### config.mk
export PLATFORM = sky130hd
export DESIGN_NAME = fetch_unit
export DESIGN_NICKNAME = d
export VERILOG_FILES = /design/src/rtl/fetch_unit.sv
export SDC_FILE = /design/constraint.sdc
export NUM_CORES = 1
export LEC_CHECK = 0
export BUFFER_PORTS_ARGS = -buffer_cell sky130_fd_sc_hd__buf_4
export CAP_MARGIN = 20
export CORE_MARGIN = 1
export CORE_UTILIZATION = 54
export CTS_CLUSTER_DIAMETER = 150
export DETAILED_ROUTE_END_ITERATION = 10
export HOLD_SLACK_MARGIN = 0.03
export PLACE_DENSITY = 0.87
export SETUP_SLACK_MARGIN = 0.3
export SLEW_MARGIN = 20
export SYNTH_ARGS = -nofsm -noshare
export SYNTH_HDL_FRONTEND = slang
export SYNTH_HIERARCHICAL = 1
export SYNTH_SLANG_ARGS = --single-unit
### constraint.sdc
create_clock -name clk -period 10.12 [get_ports clk]
set_input_delay 1.518 -clock clk [delete_from_list [all_inputs] [get_ports clk]]
set_output_delay 1.518 -clock clk [all_outputs]
set_load 0.02 [all_outputs]
### src/rtl/fetch_unit.sv
// Instruction fetch unit: owns the fetch PC, issues credit-limited word fetches and
// buffers in-order responses for decode; a redirect kills every fetch still in flight.

module fetch_unit_chk #(
  parameter int CW = 2
) (
  input logic          clk,
  input logic          rst,
  input logic          rsp_valid,
  input logic [CW-1:0] outstanding
);
  // A response can only answer an accepted, still-outstanding request.
  rsp_has_request: assert property (@(posedge clk) disable iff (rst)
    rsp_valid |-> (outstanding != {CW{1'b0}}));
endmodule

module fetch_unit #(
  parameter logic [31:0] RESET_PC  = 32'h0000_0000,
  parameter int          BUF_DEPTH = 2
) (
  input  logic        clk,
  input  logic        rst,
  input  logic        redirect_valid,
  input  logic [31:0] redirect_pc,
  output logic        imem_req_valid,
  input  logic        imem_req_ready,
  output logic [31:0] imem_req_addr,
  input  logic        imem_rsp_valid,
  input  logic [31:0] imem_rsp_data,
  output logic        inst_valid,
  input  logic        inst_ready,
  output logic [31:0] inst_data,
  output logic [31:0] inst_pc,
  output logic        misaligned_err
);
  localparam int            CW       = $clog2(BUF_DEPTH + 1);
  localparam int            PW       = (BUF_DEPTH > 1) ? $clog2(BUF_DEPTH) : 1;
  localparam logic [CW:0]   DEPTH_W  = (CW + 1)'(BUF_DEPTH);
  localparam logic [PW-1:0] LAST_PTR = PW'(BUF_DEPTH - 1);

  logic [31:0]   fetch_pc_q, fetch_pc_d;
  logic          misaligned_q, misaligned_d;
  logic [CW-1:0] outstanding_q, outstanding_d;
  logic [CW-1:0] drop_q, drop_d;
  logic [CW-1:0] count_q, count_d;
  logic [PW-1:0] pcq_wr_q, pcq_wr_d, pcq_rd_q, pcq_rd_d;
  logic [PW-1:0] buf_wr_q, buf_wr_d, buf_rd_q, buf_rd_d;
  logic [31:0]   pcq_q      [BUF_DEPTH];
  logic [31:0]   buf_pc_q   [BUF_DEPTH];
  logic [31:0]   buf_data_q [BUF_DEPTH];
  logic          req_fire, push, pop;

  function automatic logic [PW-1:0] ptr_inc(input logic [PW-1:0] p);
    if (p == LAST_PTR) begin
      return {PW{1'b0}};
    end else begin
      return p + PW'(1);
    end
  endfunction

  // Credit: outstanding fetches plus buffered entries never exceed the buffer depth.
  assign imem_req_valid = !rst && !misaligned_q &&
                          (({1'b0, outstanding_q} + {1'b0, count_q}) < DEPTH_W);
  assign req_fire       = imem_req_valid && imem_req_ready;
  assign imem_req_addr  = fetch_pc_q;
  assign misaligned_err = misaligned_q;
  assign inst_valid     = (count_q != {CW{1'b0}});
  assign inst_data      = buf_data_q[buf_rd_q];
  assign inst_pc        = buf_pc_q[buf_rd_q];

  // Next-state: fetch PC, credit counters, kill count and both FIFO pointers.
  always_comb begin
    fetch_pc_d    = fetch_pc_q;
    misaligned_d  = misaligned_q;
    drop_d        = drop_q;
    count_d       = count_q;
    buf_wr_d      = buf_wr_q;
    buf_rd_d      = buf_rd_q;
    push          = 1'b0;
    pop           = 1'b0;
    outstanding_d = outstanding_q + CW'(req_fire) - CW'(imem_rsp_valid);
    pcq_wr_d      = req_fire ? ptr_inc(pcq_wr_q) : pcq_wr_q;
    pcq_rd_d      = imem_rsp_valid ? ptr_inc(pcq_rd_q) : pcq_rd_q;
    if (redirect_valid) begin
      // Everything still in flight after this edge, including a same-cycle fire, is stale.
      fetch_pc_d   = redirect_pc;
      misaligned_d = (redirect_pc[1:0] != 2'b00);
      drop_d       = outstanding_d;
      count_d      = {CW{1'b0}};
      buf_wr_d     = {PW{1'b0}};
      buf_rd_d     = {PW{1'b0}};
    end else begin
      fetch_pc_d = req_fire ? (fetch_pc_q + 32'd4) : fetch_pc_q;
      if (imem_rsp_valid && (drop_q != {CW{1'b0}})) begin
        drop_d = drop_q - CW'(1);
      end else begin
        drop_d = drop_q;
      end
      push     = imem_rsp_valid && (drop_q == {CW{1'b0}});
      pop      = inst_valid && inst_ready;
      count_d  = count_q + CW'(push) - CW'(pop);
      buf_wr_d = push ? ptr_inc(buf_wr_q) : buf_wr_q;
      buf_rd_d = pop ? ptr_inc(buf_rd_q) : buf_rd_q;
    end
  end

  // Control state register.
  always_ff @(posedge clk or posedge rst) begin
    if (rst) begin
      fetch_pc_q    <= RESET_PC;
      misaligned_q  <= 1'b0;
      outstanding_q <= {CW{1'b0}};
      drop_q        <= {CW{1'b0}};
      count_q       <= {CW{1'b0}};
      pcq_wr_q      <= {PW{1'b0}};
      pcq_rd_q      <= {PW{1'b0}};
      buf_wr_q      <= {PW{1'b0}};
      buf_rd_q      <= {PW{1'b0}};
    end else begin
      fetch_pc_q    <= fetch_pc_d;
      misaligned_q  <= misaligned_d;
      outstanding_q <= outstanding_d;
      drop_q        <= drop_d;
      count_q       <= count_d;
      pcq_wr_q      <= pcq_wr_d;
      pcq_rd_q      <= pcq_rd_d;
      buf_wr_q      <= buf_wr_d;
      buf_rd_q      <= buf_rd_d;
    end
  end

  // Payload storage; validity is tracked by the pointers and count above.
  always_ff @(posedge clk) begin
    if (req_fire) begin
      pcq_q[pcq_wr_q] <= fetch_pc_q;
    end
    if (push) begin
      buf_pc_q[buf_wr_q]   <= pcq_q[pcq_rd_q];
      buf_data_q[buf_wr_q] <= imem_rsp_data;
    end
  end

  fetch_unit_chk #(.CW(CW)) u_chk (
    .clk         (clk),
    .rst         (rst),
    .rsp_valid   (imem_rsp_valid),
    .outstanding (outstanding_q)
  );
endmodule

==> metrics.txt, run 1 <==
run status finished clean; initial core utilization 55.4%; wire length of the first global-routing pass 28.0 mm; die area 17600 sq um; vias post-DR 5120; mean number of vias per cell 5.34; clock tree from TritonCTS done; fraction of post-synthesis cell area in the top cell type by area 62.6%; kind of critical path reg2out; via count of the first global-routing pass 5358; hold-fix buffer count after cts 0; Pwr per Cell Area 228 nW/um^2; top post-synthesis cells by count 192 x edfxtp_1, 101 x mux2_2, 43 x dfrtp_1, 40 x nand2_1, 27 x o21ai_1; number of library cell types mapped by synthesis 33; mean routed wirelength per cell 18.5 microns; fraction of the cycle the final worst path needs 38.9%; synthesized-area fraction occupied by xor and xnor cells 3.61%; transition time at the pin with the least slew margin 1.00 ns; average instance area after synthesis 16.9 sq um; Ys Warns 6; largest driver fanout on the critical path 38; height of the die 133 microns; area fraction in and, or, nand and nor cells after synthesis 5.65%; critical path startpoint category register; Layout Area Growth over Synthesis 24.1%; final hold slack 0.547 ns; max-slew violation count 0; antenna violations before repair 0; total clock buffers created by CTS 24; clock-pin transition on the worst setup and hold timing paths 0.06 ns; setup-violating endpoint count in the final report 0; last weighted congestion value of the routability-driven placer 0.788; number of iterations in the first detailed-routing pass 5; Crit. End Element primary output; ANT nets after route 0; synthesized-area fraction occupied by ao, oa, aoi and oai cells 1.68%; data arrival time of the worst path 2.42 ns; remaining routing DRC violations 0; worst min-delay path class reg2reg; adder and majority gate portion of the synthesized area 1.03%; combinational family with the most area after synthesis multiplexers; RSZ-0062 raised after global routing no; netlist area before placement 9210 sq um; required time of the critical path 8.60 ns; static power due to leakage 4.26 nW; horizontal die dimension 133 microns; asr flop ratio synth 18.3%; number of sinks driven by the clock tree 235; number of DRC markers in iteration 0 466; highest attainable clock frequency 254 MHz; cell taking the most area after synthesis edfxtp_1; insertion delay to the later sink of the worst-skew pair 0.50 ns; fraction of layout cells with a size suffix above 1 43.0%; root buffer cell clkbuf_16; number of register bits inferred by synthesis 235; Detail Placement HPWL 11.5 mm; diodes inserted 0; setup TNS 0 ns; Post-synth EDFFs 192; nets in the synthesized netlist 621; peak ir drop on the vdd network 0.126 mV; count of H-tree levels built during CTS 1; deepest clock path buffer count 3; multiplexer area fraction after synthesis 12.5%; shortest clock period the worst path allows after layout 3.94 ns; I/O pin count 169; top_reg_cell synth edfxtp_1; Congestion Overflow GR 0; count of buffers from port buffering 168; max-cap violations 0; Post-CTS Setup Repair Bufs 0; cell count after synthesis 544; floorplan core area 16600 sq um; final clock skew 0.0110 ns; Max transition margin 32.9%; sequential element share of the synthesized area 74.3%; nets@finish 800; Tot GR Track Use 20.5%; largest net degree at the start of global routing 72; leading post-synthesis cells by cell area edfxtp_1 63%, mux2_2 12%, dfrtp_1 12%; dominant cell by count in the synthesized netlist edfxtp_1; WL final 17.7 mm; placement row count 47; CTS resizes 0; final number of hold-violating endpoints 0
[flip-flops by register name, summed over array words and instances (netlist names), 2 cells and up]
| register | flops |
|---|---|
| outstanding_q | 2 |
| pcq_q | 64 |
| imem_req_addr | 32 |
| drop_q | 2 |
| buf_pc_q | 64 |
| count_q | 2 |
| buf_data_q | 64 |
[logic make-up after synthesis]
family,after synthesis
DFF,235
muxes,102
and+or+nand+nor,102
xor gates and xnor gates,38
AOI/OAI and AO/OA,31
buffers and inverters,29
adders and majority gates,7
[cells in the final DEF, fill, tap and decap left out, types with 2 or more instances in the layout]
master     count
nor4_1         2
clkbuf_1       5
nand3_1       12
xor2_1        25
clkinv_1       6
xnor2_1       13
dfrtp_1       42
edfxtp_1     192
ha_1           6
o21ai_1       27
nor4_2         2
buf_4        175
nor3_1         3
and3_1         9
o21ai_0        2
clkinv_2       5
nand2_1       40
inv_1          5
nor2_1         8
a21oi_1        2
clkbuf_16     25
mux2_2       101
nand4_1       15
and2_1         2
nor3_2         2
[layout make-up]
type | count | area (sq um)
Inverter | 7 | 26.3
Fill cell | 1087 | 5200
Multi-Input combinational cell | 280 | 2270
Timing Repair Buffer | 175 | 1310
Sequential cell | 235 | 6840
Clock buffer | 31 | 658
Clock inverter | 11 | 52.6
Tap cell | 220 | 275
[metal layers]
| metal | vias up | global-route usage, % | routed length [microns] |
|---|---|---|---|
| li1 | 2401 | - | - |
| met1 | 2528 | 26.1 | 7320 |
| met3 | 24 | 3.03 | 911 |
| met4 | 0 | 7.09 | 316 |
| met5 | - | 0 | 0 |
| met2 | 167 | 36.0 | 9180 |
[power breakdown]
group	internal [W]	leakage [nW]	total (W)	switching, W
Combinational	0.000284	1.65	0.000585	0.000301
Sequential	0.00116	2.26	0.00123	0.0000716
Clock	0.000457	0.353	0.000792	0.000336
Total	0.00190	4.26	0.00261	0.000709
[per-stage QoR]
| stage | area, sq um | instances | power [W] | util [%] | setup WS (ns) |
|---|---|---|---|---|---|
| 6_report | 11400 | 959 | 0.00261 | 68.7 | 6.18 |
| 5_1_grt | 11400 | 959 | 0.00271 | 68.7 | 6.05 |
| 3_3_place_gp | 10700 | 917 | 0.00182 | 64.5 | 6.28 |
| 2_1_floorplan | 9210 | 544 | 0.00161 | - | 2.94 |
| 4_1_cts | 11400 | 959 | 0.00263 | 68.7 | 6.12 |
| 3_5_place_dp | 10700 | 917 | 0.00184 | 64.5 | 6.28 |
[worst max-delay path, cell delays in order (launching register included)]
cell and delay, ns:
dfrtp_2 0.76, buf_4 0.57, mux2_2 0.40, buf_4 0.16
[path summary, 6_finish.rpt]
path                                        start                end  slack [ns]  depth (start not counted)
worst max-delay path                     buf_rd_q      inst_data[23]        6.18                          3
worst min-delay path            imem_req_addr[31]       pcq_q[1][31]        0.55                          0
worst max register to register   outstanding_q[0]        pcq_q[0][1]        7.03                          6
worst min register to register  imem_req_addr[31]       pcq_q[1][31]        0.55                          0
max in group asynchronous                     rst           buf_rd_q        8.52                          3
min in group asynchronous                     rst  imem_req_addr[15]        1.18                          3
Note: power is estimated with default switching activity, not from simulation.
==> run 2, diff against run 1 <==
--- a/config.mk
+++ b/config.mk
@@ -8,11 +8,11 @@
 export BUFFER_PORTS_ARGS = -buffer_cell sky130_fd_sc_hd__buf_4
 export CAP_MARGIN = 20
 export CORE_MARGIN = 1
-export CORE_UTILIZATION = 54
+export CORE_UTILIZATION = 50
 export CTS_CLUSTER_DIAMETER = 150
 export DETAILED_ROUTE_END_ITERATION = 10
 export HOLD_SLACK_MARGIN = 0.03
-export PLACE_DENSITY = 0.87
+export PLACE_DENSITY = 0.85
 export SETUP_SLACK_MARGIN = 0.3
 export SLEW_MARGIN = 20
 export SYNTH_ARGS = -nofsm -noshare
==> constraint.sdc (replaced) <==
create_clock -name clk -period 3.2 [get_ports clk]
set_input_delay 0.48 -clock clk [delete_from_list [all_inputs] [get_ports clk]]
set_output_delay 0.48 -clock clk [all_outputs]
set_load 0.02 [all_outputs]
==> metrics.txt, run 2 (synthesized netlist as in run 1, its figures left out) <==
nets@finish 802 (was 800); run status finished clean (unchanged); height of the die 138 microns (was 133 microns); Max stage delay cell, worst path or4_4 (was dfrtp_2); hold_sp imem_rsp_data[30] (was imem_req_addr[31]); count of buffer and inverter cells on the critical path 2 (unchanged); clock tree from TritonCTS done (unchanged); I/O pin count 169 (unchanged); horizontal die dimension 138 microns (was 133 microns); critical-path cell list and2_1, fa_1, or4_4, inv_2, nand2_1, ha_1, inv_1, ha_1, xnor2_2, xnor2_2, nand2_1, o21ai_0 (was buf_4, mux2_2, buf_4); fraction of the cycle the final worst path needs 88.8%; deepest clock path buffer count 3 (unchanged); max-cap violations 0 (unchanged); Tot GR Track Use 19.3% (was 20.5%); required time of the critical path 3.55 ns (was 8.60 ns); setup TNS 0 ns (unchanged); floorplan core area 18000 sq um (was 16600 sq um); initial core utilization 51.1% (was 55.4%); total power after layout 0.00821 W (was 0.00261 W); hold-fix buffer count after cts 0 (unchanged); global routing's busiest layer met2 (unchanged); Crit. End Element register (was primary output); met2 track demand over resource in global routing 32.9% (was 36.0%); transition time at the pin with the least slew margin 0.919 ns (was 1.00 ns); Pwr per Cell Area 716 nW/um^2 (was 228 nW/um^2); commonest non-fill, non-tap cell in the layout edfxtp_1 (unchanged); critical path startpoint category register (unchanged); largest registers buf_data_q: 64 flops, buf_pc_q: 64 flops, pcq_q: 64 flops (unchanged); Layout Area Growth over Synthesis 24.5% (was 24.1%); Congestion Overflow GR 0 (unchanged); kind of critical path reg2reg (was reg2out); number of DRC markers in iteration 0 304 (was 466); highest-count cells in the layout ignoring fill and taps 192 x edfxtp_1, 177 x buf_4, 101 x mux2_2 (was 192 x edfxtp_1, 175 x buf_4, 101 x mux2_2); antenna violations before repair 1 (was 0); Crit Reg-Reg Startpoint outstanding_q[0] (unchanged); ANT nets after route 0 (unchanged); remaining routing DRC violations 0 (unchanged); final number of hold-violating endpoints 0 (unchanged); highest attainable clock frequency 352 MHz; placement row count 49 (was 47); Max transition margin 38.6% (was 32.9%); Detail Placement HPWL 12.1 mm (was 11.5 mm); static power due to leakage 4.27 nW (was 4.26 nW); vias post-DR 5187 (was 5120); insertion delay to the later sink of the worst-skew pair 0.50 ns (about the same); reg-to-reg slack, setup 0.36 ns (was 7.03 ns); setup-violating endpoint count in the final report 0 (unchanged); total clock buffers created by CTS 23 (was 24); worst min-delay path class in2reg (was reg2reg); wire length of the first global-routing pass 27.6 mm (was 28.0 mm); clock-pin transition on the worst setup and hold timing paths 0.06 ns (about the same); mean number of vias per cell 5.36 (was 5.34); data arrival time of the worst path 3.20 ns (was 2.42 ns); RSZ-0062 raised after global routing no (unchanged); last weighted congestion value of the routability-driven placer 0.800 (was 0.788); largest net degree at the start of global routing 72 (unchanged); CP delay by family, top simple AND/OR/NAND/NOR gates (was flip-flops); largest driver fanout on the critical path 5 (was 38); global-route track usage on met3 3.97% (was 3.03%); count of buffers from port buffering 168 (unchanged); delay contributed by the slowest stage of the critical path 0.57 ns (was 0.76 ns); grt met1 use 24.0% (was 26.1%); via count of the first global-routing pass 5268 (was 5358); peak ir drop on the vdd network 0.430 mV (was 0.126 mV); number of iterations in the first detailed-routing pass 5 (unchanged); crit path launch outstanding_q[0] (was buf_rd_q); WL final 18.4 mm (was 17.7 mm); count of H-tree levels built during CTS 1 (unchanged); die area 19000 sq um (was 17600 sq um); number of sinks driven by the clock tree 235 (unchanged); mean routed wirelength per cell 19.0 microns (was 18.5 microns); Post-CTS Setup Repair Bufs 0 (unchanged); root buffer cell clkbuf_16 (unchanged); fraction of layout cells with a size suffix above 1 43.6% (was 43.0%); CTS resizes 0 (unchanged); max-slew violation count 0 (unchanged); final clock skew 0.0117 ns (was 0.0110 ns); shortest clock period the worst path allows after layout 2.84 ns
==> run 2: report_power, final <==
| group | leakage (nW) | switching [W] | internal, W |
|---|---|---|---|
| Clock | 0.324 | 0.00104 | 0.00139 |
| Combinational | 1.69 | 0.000934 | 0.000919 |
| Sequential | 2.26 | 0.000273 | 0.00366 |
| Total | 4.27 | 0.00225 | 0.00597 |
==> run 2: worst reg2reg max path: stages (launching register included) <==
cell and delay, ns:
dfrtp_1 0.39, and2_1 0.18, fa_1 0.36, or4_4 0.57, inv_2 0.10, nand2_1 0.08, ha_1 0.28, inv_1 0.05
ha_1 0.22, xnor2_2 0.17, xnor2_2 0.15, nand2_1 0.07, o21ai_0 0.08
==> run 2: metal layers <==
layer | vias up | share of wire [%]
met4 | 0 | 3.2
met5 | - | 0
met1 | 2534 | 40
li1 | 2401 | -
met3 | 51 | 6.7
met2 | 201 | 50
==> run 2: final timing paths <==
check	to	depth (start not counted)
max	drop_q[1]	12
min	buf_data_q[1][30]	1
max reg2reg	drop_q[1]	12
min reg2reg	pcq_q[0][0]	0
max in group asynchronous	buf_rd_q	2
min in group asynchronous	outstanding_q[0]	2
==> run 2: final cells by class <==
class / instances / area [sq um]
Multi-Input combinational cell: 280 / 2300
Sequential cell: 235 / 6850
Antenna cell: 1 / 2.50
Clock buffer: 33 / 643
Inverter: 7 / 26.3
Timing Repair Buffer: 178 / 1350
Clock inverter: 5 / 25.0
Tap cell: 229 / 287
Fill cell: 1280 / 6550
==> run 2: per-stage QoR <==
stage | hold WS (ns) | setup slack, ns | utilization [%] | area, sq um | cells
after global routing | 0.146 | 0.283 | 63.6 | 11500 | 967
after CTS | 0.144 | 0.374 | 63.6 | 11500 | 967
after floorplan | 0.492 | 0.303 | - | 9260 | 544
after detailed placement | 0.538 | 0.382 | 59.9 | 10800 | 929
final | 0.165 | 0.357 | 63.7 | 11500 | 968
after global placement | 0.499 | 0.451 | 59.9 | 10800 | 929
==> run 3, diff against run 2 <==
--- a/config.mk
+++ b/config.mk
@@ -7,8 +7,10 @@
 export LEC_CHECK = 0
 export BUFFER_PORTS_ARGS = -buffer_cell sky130_fd_sc_hd__buf_4
 export CAP_MARGIN = 20
+export CELL_PAD_IN_SITES_DETAIL_PLACEMENT = 1
+export CELL_PAD_IN_SITES_GLOBAL_PLACEMENT = 1
 export CORE_MARGIN = 1
-export CORE_UTILIZATION = 50
+export CORE_UTILIZATION = 42
 export CTS_CLUSTER_DIAMETER = 150
 export DETAILED_ROUTE_END_ITERATION = 10
 export HOLD_SLACK_MARGIN = 0.03
==> metrics.txt, run 3 (synthesized netlist as in run 1, its figures left out) <==
run status finished clean (unchanged); max-cap violations 0 (unchanged); total net switching power 0.00235 W (was 0.00225 W); WL final 21.0 mm (was 18.4 mm); root buffer cell clkbuf_16 (unchanged); total clock buffers created by CTS 23 (unchanged); insertion delay to the later sink of the worst-skew pair 0.50 ns (about the same); diodes inserted 0 (was 1); height of the die 150 microns (was 138 microns); Pwr per Cell Area 730 nW/um^2 (was 716 nW/um^2); portion of total power attributed to sequential cells 45.7% (was 47.9%); die area 22500 sq um (was 19000 sq um); placement row count 53 (was 49); Tot GR Track Use 18.5% (was 19.3%); initial core utilization 43.3% (was 51.1%); horizontal die dimension 150 microns (was 138 microns); worst min-delay path class in2async (was in2reg); setup TNS 0 ns (unchanged); deepest clock path buffer count 3 (unchanged); register area 6840 sq um (was 6850 sq um); RSZ-0062 raised after global routing no (unchanged); commonest non-fill, non-tap cell in the layout edfxtp_1 (unchanged); Max transition margin 44.5% (was 38.6%); number of DRC markers in iteration 0 302 (was 304); Gate power share 23.2% (was 22.6%); last weighted congestion value of the routability-driven placer 0.811 (was 0.800); Congestion Overflow GR 0 (unchanged); clock tree from TritonCTS done (unchanged); number of iterations in the first detailed-routing pass 4 (was 5); wire length of the first global-routing pass 31.7 mm (was 27.6 mm); highest-count cells in the layout ignoring fill and taps 192 x edfxtp_1, 176 x buf_4, 101 x mux2_2 (was 192 x edfxtp_1, 177 x buf_4, 101 x mux2_2); final clock skew 0.0155 ns (was 0.0117 ns); number of sinks driven by the clock tree 235 (unchanged); data arrival time of the worst path 3.15 ns (was 3.20 ns); vias post-DR 5167 (was 5187); internal power 0.00617 W (was 0.00597 W); fraction of the cycle the final worst path needs 87.5% (was 88.8%); I/O pin count 169 (unchanged); mean routed wirelength per cell 20.6 microns (was 19.0 microns); mean number of vias per cell 5.07 (was 5.36); Layout Area Growth over Synthesis 26.7% (was 24.5%); floorplan core area 21300 sq um (was 18000 sq um); setup-violating endpoint count in the final report 0 (unchanged); critical path startpoint category register (unchanged); remaining routing DRC violations 0 (unchanged); shortest clock period the worst path allows after layout 2.80 ns (was 2.84 ns); Crit. End Element register (unchanged); hold-fix buffer count after cts 0 (unchanged); transition time at the pin with the least slew margin 0.825 ns (was 0.919 ns); Clock power frac 31.1% (was 29.5%); Detail Placement HPWL 14.0 mm (was 12.1 mm); count of H-tree levels built during CTS 1 (unchanged); largest registers buf_data_q: 64 flops, buf_pc_q: 64 flops, pcq_q: 64 flops (unchanged); kind of critical path reg2reg (unchanged); ANT nets after route 0 (unchanged); via count of the first global-routing pass 5658 (was 5268); final number of hold-violating endpoints 0 (unchanged); Filler Cell Count 2013 (was 1280); highest attainable clock frequency 357 MHz (was 352 MHz); switching part of the total 27.6% (was 27.4%); largest driver fanout on the critical path 4 (was 5); total area of multi-input combinational cells 2300 sq um (unchanged); largest net degree at the start of global routing 65 (was 72); peak ir drop on the vdd network 0.350 mV (was 0.430 mV); static power due to leakage 4.32 nW (was 4.27 nW); fraction of layout cells with a size suffix above 1 44.2% (was 43.6%); final hold slack 0.0515 ns (was 0.165 ns); nets@finish 805 (was 802); clock-pin transition on the worst setup and hold timing paths 0.06 ns (about the same); antenna violations before repair 0 (was 1); count of buffers from port buffering 168 (unchanged); max-slew violation count 0 (unchanged); required time of the critical path 3.55 ns (about the same)
-- run 3: changes by cell type in the layout (fill, tap and decap cells not counted), moves of 2 or more --
cell        change
buf_12          +4
bufinv_16       +2
clkinvlp_4      +2
inv_2           -2
-- run 3: final timing paths --
| kind | startpoint | endpoint | slack, ns | cells past startpoint |
|---|---|---|---|---|
| max | outstanding_q[0] | drop_q[1] | 0.40 | 12 |
| min | rst | count_q[0] | 0.05 | 2 |
| max reg2reg | outstanding_q[0] | drop_q[1] | 0.40 | 12 |
| min reg2reg | imem_req_addr[1] | pcq_q[1][1] | 0.56 | 0 |
| max in group asynchronous | rst | imem_req_addr[5] | 2.40 | 3 |
| min in group clk | imem_rsp_data[0] | buf_data_q[1][0] | 0.16 | 1 |
-- run 3: layout make-up --
class / instances / share of cell area, %
Clock buffer: 32 / 5.48
Clock inverter: 9 / 0.868
Inverter: 7 / 0.246
Multi-Input combinational cell: 280 / 19.7
Sequential cell: 235 / 58.6
Tap cell: 275 / 2.95
Timing Repair Buffer: 181 / 12.2
-- run 3: layer usage --
metal | global-route usage [%] | vias to the layer above | wire length (microns)
met4 | 5.45 | 0 | 410
met2 | 33.2 | 153 | 10800
met1 | 23.4 | 2581 | 8750
li1 | - | 2402 | -
met5 | 0 | - | 0
met3 | 2.58 | 31 | 1010
-- run 3: through the flow --
stage | cells | cell area [sq um] | utilization [%] | power, W | setup slack, ns
after floorplan | 544 | 9260 | - | 0.00511 | 0.303
after global placement | 976 | 10900 | 51.2 | 0.00579 | 0.472
after detailed placement | 976 | 10900 | 51.2 | 0.00591 | 0.341
after CTS | 1017 | 11600 | 54.7 | 0.00859 | 0.314
after global routing | 1019 | 11700 | 54.8 | 0.00885 | 0.264
final | 1019 | 11700 | 54.8 | 0.00852 | 0.399
-- run 3: repair_timing --
action                     4_1_cts  5_1_grt
gates resized for setup          0        3
setup endpoints to repair        0       10
setup buffers                    0        2
-- run 3: worst max-delay path, stage by stage (launching register included) --
cell and delay (ns):
dfrtp_1 0.39, and2_1 0.18, fa_1 0.38, or4_4 0.57, inv_4 0.09, nand2_1 0.08
ha_1 0.27, inv_1 0.04, ha_1 0.20, xnor2_2 0.16, xnor2_2 0.16, nand2_1 0.07
o21ai_0 0.08
-- run 3: power by group through the flow --
stage | clock (W) | combinational (W) | sequential [W]
after global placement | 0 | 0.00187 | 0.00392
after CTS | 0.00272 | 0.00197 | 0.00390
after floorplan | 0 | 0.00123 | 0.00388
after global routing | 0.00281 | 0.00211 | 0.00393
final | 0.00265 | 0.00198 | 0.00389
after detailed placement | 0 | 0.00196 | 0.00396
